### config.mk
export PLATFORM = sky130hd
export DESIGN_NAME = lfsr_scrambler
export DESIGN_NICKNAME = d
export VERILOG_FILES = /design/src/rtl/scrambler_pkg.sv /design/src/rtl/lfsr_step.sv /design/src/rtl/lfsr_scrambler.sv
export SDC_FILE = /design/constraint.sdc
export NUM_CORES = 1
export LEC_CHECK = 0
export CAP_MARGIN = 10
export CORE_MARGIN = 2
export CORE_UTILIZATION = 40
export DETAILED_ROUTE_END_ITERATION = 10
export PLACE_DENSITY = 0.76
export SYNTH_ARGS = -nofsm -noshare
export SYNTH_HDL_FRONTEND = slang
export SYNTH_SLANG_ARGS = --single-unit
### constraint.sdc
create_clock -name aclk -period 1.54 [get_ports aclk]
set_input_delay 0.462 -clock aclk [delete_from_list [all_inputs] [get_ports aclk]]
set_output_delay 0.462 -clock aclk [all_outputs]
set_load 0.05 [all_outputs]
### src/rtl/scrambler_pkg.sv
// scrambler_pkg: shared mode encodings and the 802.11 polynomial for the LFSR scrambler
package scrambler_pkg;
  localparam int MODE_ADD = 0;
  localparam int MODE_MSCR = 1;
  localparam int MODE_MDSC = 2;
  localparam logic [6:0] POLY_80211 = 7'b1001000;
endpackage

### src/rtl/lfsr_step.sv
// lfsr_step: unrolls WIDTH serial LFSR bit-steps into one combinational beat, bit 0 first
module lfsr_step
  import scrambler_pkg::*;
#(
  parameter int WIDTH = 32,
  parameter int LFSR_LEN = 7,
  parameter logic [LFSR_LEN-1:0] POLY = LFSR_LEN'(POLY_80211),
  parameter int MODE = MODE_ADD
) (
  input  logic [LFSR_LEN-1:0] state,
  input  logic [WIDTH-1:0]    din,
  output logic [WIDTH-1:0]    dout,
  output logic [LFSR_LEN-1:0] next_state
);
  logic [LFSR_LEN-1:0] s;
  logic fb;
  always_comb begin
    s = state;
    fb = 1'b0;
    dout = '0;
    for (int i = 0; i < WIDTH; i++) begin
      fb = ^(s & POLY);
      dout[i] = din[i] ^ fb;
      s = {s[LFSR_LEN-2:0], MODE == MODE_ADD ? fb : MODE == MODE_MSCR ? dout[i] : din[i]};
    end
    next_state = s;
  end
endmodule

### src/rtl/lfsr_scrambler.sv
// lfsr_scrambler: AXI-Stream LFSR scrambler/descrambler with one registered output stage
module lfsr_scrambler
  import scrambler_pkg::*;
#(
  parameter int WIDTH = 32,
  parameter int LFSR_LEN = 7,
  parameter logic [LFSR_LEN-1:0] POLY = LFSR_LEN'(POLY_80211),
  parameter logic [LFSR_LEN-1:0] SEED = '1,
  parameter int MODE = MODE_ADD,
  parameter int RESEED_ON_LAST = 0
) (
  input  logic                aclk,
  input  logic                aresetn,
  input  logic [WIDTH-1:0]    s_axis_tdata,
  input  logic                s_axis_tvalid,
  output logic                s_axis_tready,
  input  logic                s_axis_tlast,
  output logic [WIDTH-1:0]    m_axis_tdata,
  output logic                m_axis_tvalid,
  input  logic                m_axis_tready,
  output logic                m_axis_tlast,
  input  logic [LFSR_LEN-1:0] cfg_seed,
  input  logic                cfg_load
);
  logic [LFSR_LEN-1:0] state, seed_reg, next_state;
  logic [WIDTH-1:0] step_out;
  logic in_hs;
  assign s_axis_tready = ~m_axis_tvalid | m_axis_tready;
  assign in_hs = s_axis_tvalid & s_axis_tready;
  lfsr_step #(
    .WIDTH(WIDTH), .LFSR_LEN(LFSR_LEN), .POLY(POLY), .MODE(MODE)
  ) u_step (
    .state(state), .din(s_axis_tdata), .dout(step_out), .next_state(next_state)
  );
  // cfg_load wins over tlast reseed; a coincident beat still used the old state
  always_ff @(posedge aclk) begin
    if (!aresetn) begin
      m_axis_tvalid <= 1'b0;
      m_axis_tdata <= '0;
      m_axis_tlast <= 1'b0;
      state <= SEED;
      seed_reg <= SEED;
    end else begin
      if (cfg_load) seed_reg <= cfg_seed;
      state <= cfg_load ? cfg_seed
             : (in_hs && s_axis_tlast && RESEED_ON_LAST != 0) ? seed_reg
             : in_hs ? next_state : state;
      if (in_hs) begin
        m_axis_tdata <= step_out;
        m_axis_tlast <= s_axis_tlast;
      end
      m_axis_tvalid <= in_hs | (m_axis_tvalid & ~m_axis_tready);
    end
  end
endmodule
Word level (Yosys, flattened, before mapping)
Index checks and enable logic that the tools add are counted.
- $add $sub $neg: 0
- multipliers: 0
- divide/modulo/power cells: 0
- magnitude comparators: 0
- equality and inequality tests: 0
- shift operators: 0
- muxes and demuxes: 2
- bitwise gates (word level): 38
- reduce and logical (&&, ||, !) cells: 33
- operator list (operator ; number):
    $reduce_xor 7->1 ; 32
    $xor 1x1->1 ; 32
    $mux 7 ; 2
    $and 1x1->1 ; 2
    $not 1->1 ; 2
    $or 1x1->1 ; 2
    $reduce_bool 2->1 ; 1
- register bits: 41
- bits in latches: 0
- RAM bits: 0
- bits in read-only memories: 0
- output and inout port bits: 35
- logic and storage cells: 77
- memories kept: 0

Longest topological paths before layout
Gate-level depths: netlist of the first run.
- word-level depth: 10
- mapped depth: 7

Cells and area by module
From an unflattened synthesis of the first run, not the netlist that was laid out.
- cells, all modules: 262
- area, all modules: 2551.2 µm²
- modules (own cells, without submodules) (module ; times used ; cells each ; area each (µm²)):
    lfsr_scrambler ; 1 ; 194 ; 1722.9
    lfsr_step ; 1 ; 68 ; 828.3

Worst setup path after synthesis of the first run
Ideal clock, no wire load.
- path type: register to register
- start: register m_axis_tvalid
- end: register state[4]
- arrival time: 1.656 ns
- required time: 1.401 ns
- setup slack: -0.254 ns
- cell stages (with the launch flop): 8
- cells stage by stage: dfxtp_1 -> nand2b_1 -> buf_2 -> and2_1 -> buf_2 -> buf_2 -> o21ai_0 -> o211ai_1
- longest elaborated chain between the ends: 4
- ends and longest elaborated chain (item ; RTL line ; text):
    start: declaration ; lfsr_scrambler.sv:19 ; output logic m_axis_tvalid,
    start signal: assignment ; lfsr_scrambler.sv:52 ; m_axis_tvalid <= in_hs | (m_axis_tvalid & ~m_axis_tready);
    $not 1->1 ; lfsr_scrambler.sv:28 ; assign s_axis_tready = ~m_axis_tvalid | m_axis_tready;
    $or 1x1->1 ; lfsr_scrambler.sv:28 ;
    via s_axis_tready ; lfsr_scrambler.sv:16 ; output logic s_axis_tready,
    $and 1x1->1 ; lfsr_scrambler.sv:29 ; assign in_hs = s_axis_tvalid & s_axis_tready;
    $reduce_bool 2->1 (no line) ; n/a ;
    end signal: assignment ; lfsr_scrambler.sv:45 ; state <= cfg_load ? cfg_seed
    end: declaration ; lfsr_scrambler.sv:25 ; logic [LFSR_LEN-1:0] state, seed_reg, next_state;
The timed path passes the listed nets, and every way through them passes these cells.
A chain may end at the register's enable or synchronous reset.

Final worst setup path of the first run
- start: input port m_axis_tready
- end: output port s_axis_tready
- longest elaborated chain between the ends: 1
- ends and longest elaborated chain (item ; RTL line ; text):
    start: declaration ; lfsr_scrambler.sv:20 ; input logic m_axis_tready,
    $or 1x1->1 ; lfsr_scrambler.sv:28 ;
    end: declaration ; lfsr_scrambler.sv:16 ;
Every way passes these cells.

==> metrics.md, run 1 <==
| Metric | Value |
|---|---|
| Outcome | `complete, no violations` |
| Synth Register Bits | `41` |
| EDFF count, synth | `0` |
| Top FF cell, synth | `dfxtp_1` |
| CTS clk-pin slew, worst paths | `80 ps` |
| Avg Cell Area, Syn | `9.06 µm²` |
| Synth Instances | `247` |
| Share of the yosys chip area belonging to registers | `36.7%` |
| Psw | `1420 µW` |
| Top post-synthesis cells by area | `dfxtp_1 37%, xnor2_1 15%, nand2_1 7.2%, xor2_1 5.9%, a21oi_1 4.5%` |
| Post-synth net total | `292` |
| Worst Path Buf+Inv | `3` |
| Core area | `5440 µm²` |
| Crit path kind | `primary input to output port` |
| FF-to-FF path depth | `4` |
| Site row count | `27` |
| Yosys top cell by area | `dfxtp_1` |
| Post-DR vias/cell | `4.81` |
| Crit path DAT | `1050 ps` |
| Crit. path cell count | `4` |
| Relative slew slack | `71.0%` |
| Layout cell share with drive strength beyond 1 | `28.5%` |
| ANT nets after route | `0` |
| Count of final hold-check violations | `0` |
| Residual DRC count | `0` |
| Hold path cells | `2` |
| Die Ht | `78.8 µm` |
| Worst skew pair latency | `290 ps` |
| Largest net degree at the start of global routing | `33` |
| CTS tree | `built` |
| Logic pwr share | `47.5%` |
| Initial antenna violation count | `0` |
| Initial Util | `41.1%` |
| Internal cell power | `2620 µW` |
| 1st-pass router iterations | `4` |
| PwrDens | `1060 nW/µm²` |
| Port buffer count | `79` |
| Global Route Usage Sum | `20.3%` |
| Final core utilization | `70.0%` |
| Ant diodes | `0` |
| Worst path required time | `1080 ps` |
| Ys async rst share | `0%` |
| DIE AREA | `6210 µm²` |
| Worst Setup End Kind | `output port` |
| Synthesized cell area | `2240 µm²` |
| Final GP Congestion | `0.797` |
| Post-synth top area share | `36.7%` |
| Post-DP Area | `3590 µm²` |
| Fmax | `663 MHz` |
| Crit start category | `primary input` |
| Overall power | `4040 µW` |
| Final nets | `388` |
| Clk pwr share | `19.2%` |
| Peak supply drop | `736 µV` |
| CP max stage cell | `clkdlybuf4s15_1` |
| Clock skew | `9.24 ps` |
| Hold buffers post-CTS | `0` |
| Min-delay worst type | `flip-flop to flip-flop` |
| Drt initial violations | `62` |
| Vias | `2,001` |
| Area Overhead vs Synth | `70.2%` |
| Die width | `78.8 µm` |
| Final Cycle Share | `98.0%` |
| Post-route cell area | `3810 µm²` |
| Switching Fraction | `35.2%` |
| Deepest clock path buffer count | `2` |
| Setup violators final | `0` |
| Ys Warns | `0` |
| Root Buffer | `clkbuf_8` |
| Vias in the first global route | `2,108` |
| CTS sink cnt | `41` |
| CTS buffer count | `5` |
| Maximum fanout along the worst path | `3` |
| I/O Pins | `80` |
| Leakage | `0.00155 µW` |
| Sum of negative setup slack | `0 ps` |
| Final HPWL DP | `4600 µm` |
| Total Routed Length | `6040 µm` |
| Wire per inst | `14.5 µm` |
| Yosys cell types | `34` |
| Max Slew Vio Count | `0` |
| Slew @ Worst Pin | `433 ps` |
| Critical-path cell list | `clkdlybuf4s15_1, nand2b_4, buf_6, buf_12` |
| First-pass GRT wire length | `9760 µm` |
| Slowest stage delay, CP | `170 ps` |
| Flop pwr share | `33.3%` |
| Gr ovfl total | `0` |
| Min Tclk post-route | `1510 ps` |
| H-tree depth reported by CTS | `2` |
| Critical path's top delay family | `buffers and inverters` |
| RSZ-0062 raised after global routing | `true` |
| Maxcap violations | `0` |
==> what timing repair did <==
item                       CTS  global route
gates resized for setup      7            18
setup buffers                1             1
pin swaps                    0             3
setup endpoints to repair   18            23
==> metrics by stage <==
stage	cells	hold slack (ps)	setup slack, ps
final	416	494	30.9
after global routing	416	520	-18.7
after CTS	415	495	7.10
after detailed placement	406	484	-389
after global placement	406	476	-282
after floorplan	247	597	2.60
==> final cells by class <==
class	instances	area (µm²)
tap	72	90.1
multi-input combinational	183	1370
fill	401	1630
inverter	2	7.51
clock buffer	7	96.3
timing repair buffer	110	1410
clock inverter	1	5.00
sequential	41	832
==> Yosys cell counts, types with 2 or more instances <==
cell type,n
a211oi_1,13
a21oi_1,20
buf_1,2
buf_2,6
buf_4,3
buf_6,2
clkbuf_1,8
dfxtp_1,41
inv_1,2
nand2_1,43
nand2b_1,2
nand3_1,3
nor2_1,20
o211ai_1,2
o21ai_0,3
o311ai_0,3
xnor2_1,38
xnor2_2,2
xnor3_1,4
xor2_1,15
xor3_1,2
==> layer usage <==
layer | global-route usage, % | up-vias | part of all wire (%) | wire [µm]
met2 | 37.3 | 67 | 53 | 3210
li1 | - | 1000 | - | -
met5 | 0 | - | 0 | 0
met4 | 4.91 | 0 | 1.4 | 82
met1 | 23.0 | 925 | 38 | 2280
met3 | 5.91 | 9 | 7.7 | 464
==> power by group through the flow <==
stage / combinational, µW / clock (µW) / sequential [µW]
after floorplan: 757 / 0 / 1640
after global placement: 1830 / 0 / 1360
after detailed placement: 1860 / 0 / 1360
after CTS: 1880 / 795 / 1340
after global routing: 2030 / 839 / 1360
final: 1920 / 774 / 1340
==> cells in the final DEF (no fill, tap or decap), drive strengths merged, types with 3 or more instances in the layout <==
master	count
a211oi	13
a21oi	21
dfxtp	41
o311ai	4
nor2	20
xnor2	41
o21ai	4
clkbuf	7
clkdlybuf4s50	43
xor2	16
nand2b	3
nand3	3
buf	66
xnor3	5
nand2	43
==> logic make-up after synthesis <==
logic type	synth area share, %
xor+xnor	31.4
flops	36.7
buf+inv	5.37
compound gates	12.4
simple gates	14.2
==> final timing paths <==
check / from / to / slack, ps
worst max register to register: state[3]$_SDFFE_PN1P_ / m_axis_tdata[18]$_SDFFE_PN0P_ / 80
worst min register to register: m_axis_tdata[26]$_SDFFE_PN0P_ / m_axis_tdata[26]$_SDFFE_PN0P_ / 490
worst min-delay path: m_axis_tdata[26]$_SDFFE_PN0P_ / m_axis_tdata[26]$_SDFFE_PN0P_ / 490
worst max-delay path: m_axis_tready / s_axis_tready / 30
==> registers in the layout, indices dropped and copies added, names as in the netlist <==
signal / cells
m_axis_tdata: 32
state: 7
m_axis_tlast: 1
m_axis_tvalid: 1
==> worst register-to-register path: stages (launching register included) <==
cell and delay [ps]:
dfxtp_4 380, xnor3_2 470, xor2_2 190, nor4_2 210
nand3b_1 150
No activity file was read; power rests on OpenSTA's default activity.
==> inputs of run 2 (changes only) <==
--- a/config.mk
+++ b/config.mk
@@ -6,7 +6,7 @@
 export NUM_CORES = 1
 export LEC_CHECK = 0
 export CAP_MARGIN = 10
-export CORE_MARGIN = 2
+export CORE_MARGIN = 4
 export CORE_UTILIZATION = 40
 export DETAILED_ROUTE_END_ITERATION = 10
 export PLACE_DENSITY = 0.76
==> metrics.md, run 2 (synthesis gave the netlist of run 1 again) <==
| Metric | Value |
|---|---|
| Vias in the first global route | `2,069` |
| Total Routed Length | `6570 µm` |
| PwrDens | `1100 nW/µm²` |
| Ant diodes | `0` |
| Fmax | `667 MHz` |
| Port buffer count | `79` |
| Area Overhead vs Synth | `72.5%` |
| Post-DR vias/cell | `4.91` |
| H-tree depth reported by CTS | `2` |
| Max reg flops | `32` |
| Critical-path cell list | `clkdlybuf4s50_1, and2_4, buf_4, nand2b_1, a21oi_1` |
| CTS clk-pin slew, worst paths | `80 ps` |
| First-pass GRT wire length | `9910 µm` |
| Final WS setup | `40.0 ps` |
| DIE AREA | `6850 µm²` |
| CTS tree | `built` |
| Worst path required time | `1770 ps` |
| Peak supply drop | `702 µV` |
| Min-delay worst type | `flip-flop to flip-flop` |
| 1st-pass router iterations | `4` |
| Slowest stage delay, CP | `530 ps` |
| ANT nets after route | `0` |
| I/O Pins | `80` |
| Slew @ Worst Pin | `378 ps` |
| Wire per inst | `15.7 µm` |
| Final nets | `393` |
| CP max stage cell | `clkdlybuf4s50_1` |
| Maximum fanout along the worst path | `10` |
| GR Util met1 | `23.8%` |
| Top Registers | `m_axis_tdata: 32 flops, state: 7 flops` |
| Relative slew slack | `74.7%` |
| Gr busiest metal | `met2` |
| Crit path DAT | `1730 ps` |
| Core area | `5270 µm²` |
| Grt met3 use | `4.64%` |
| Setup violators final | `0` |
| Crit start category | `primary input` |
| CTS buffer count | `5` |
| Final GP Congestion | `0.803` |
| Maxcap violations | `0` |
| Met2 Use GR | `33.4%` |
| Worst slack, placed | `-406 ps` |
| Layout cell share with drive strength beyond 1 | `28.1%` |
| Max Slew Vio Count | `0` |
| Drt initial violations | `154` |
| Largest net degree at the start of global routing | `22` |
| Most flop-heavy register | `m_axis_tdata` |
| Leakage | `0.00158 µW` |
| CTS sink cnt | `41` |
| Worst Setup End Kind | `flip-flop` |
| Root Buffer | `clkbuf_8` |
| Initial Util | `42.5%` |
| Crit path kind | `primary input to flip-flop` |
| Deepest clock path buffer count | `2` |
| Sum of negative setup slack | `0 ps` |
| Worst skew pair latency | `300 ps` |
| Outcome | `complete, no violations` |
| Site row count | `26` |
| Residual DRC count | `0` |
| Commonest non-fill, non-tap cells in the layout | `43 x clkdlybuf4s50_1, 42 x nand2_1, 39 x buf_12` |
| Clock skew | `7.85 ps` |
| Die width | `82.8 µm` |
| Die Ht | `82.8 µm` |
| Final HPWL DP | `4990 µm` |
| Initial antenna violation count | `0` |
| Hold buffers post-CTS | `0` |
| Count of final hold-check violations | `0` |
| Most common cell after layout, fill and taps aside | `clkdlybuf4s50_1` |
| Final Cycle Share | `97.4%` |
| RSZ-0062 raised after global routing | `true` |
| Vias | `2,056` |
| Gr ovfl total | `0` |
| Global Route Usage Sum | `19.6%` |
| Min Tclk post-route | `1500 ps` |
-- run 2: area by class of cell --
class | count | area [µm²]
timing repair buffer | 115 | 1460
clock buffer | 7 | 86.3
sequential | 41 | 831
tap | 70 | 87.6
fill | 358 | 1410
inverter | 2 | 7.51
multi-input combinational | 183 | 1360
clock inverter | 1 | 30.0
-- run 2: repair_timing --
| action | CTS | global route |
|---|---|---|
| setup endpoints to repair | 27 | 23 |
| pin swaps | 0 | 3 |
| buffers inserted | 1 | 3 |
| resized for setup | 4 | 13 |
-- run 2: critical path, delay by kind of cell --
kind	cells	cell delay [ps]
AND/OR/NAND/NOR	2	350
buffers and inverters	2	740
AO/OA/AOI/OAI	1	170
-- run 2: routing by layer --
metal	up-vias	routed length, µm
li1	1020	-
met1	936	2670
met2	89	3270
met3	11	535
met4	0	101
met5	-	0
-- run 2: final timing paths --
kind / slack, ps / endpoint / depth (start not counted) / start
max: 40 / m_axis_tdata[22]$_SDFFE_PN0P_ / 5 / s_axis_tvalid
max reg2reg: 40 / state[0]$_SDFFE_PN1P_ / 5 / state[6]$_SDFFE_PN1P_
min reg2reg: 490 / m_axis_tlast$_SDFFE_PN0P_ / 2 / m_axis_tlast$_SDFFE_PN0P_
min: 490 / m_axis_tlast$_SDFFE_PN0P_ / 2 / m_axis_tlast$_SDFFE_PN0P_
-- run 2: power breakdown --
part | internal [µW] | leakage (µW) | total (µW) | switching (µW)
sequential | 1190 | 0.000339 | 1340 | 147
combinational | 1050 | 0.00119 | 1970 | 928
clock | 529 | 0.0000585 | 918 | 389
total | 2760 | 0.00158 | 4230 | 1460
-- run 2: per-stage QoR --
stage	hold slack [ps]	utilization (%)	instances	power [µW]	instance area, µm²
2_1_floorplan	597	-	247	2400	2260
3_5_place_dp	486	69.3	408	3270	3650
3_3_place_gp	477	69.3	408	3220	3650
5_1_grt	513	73.2	419	4400	3860
4_1_cts	498	72.0	417	4190	3790
6_report	494	73.2	419	4230	3860
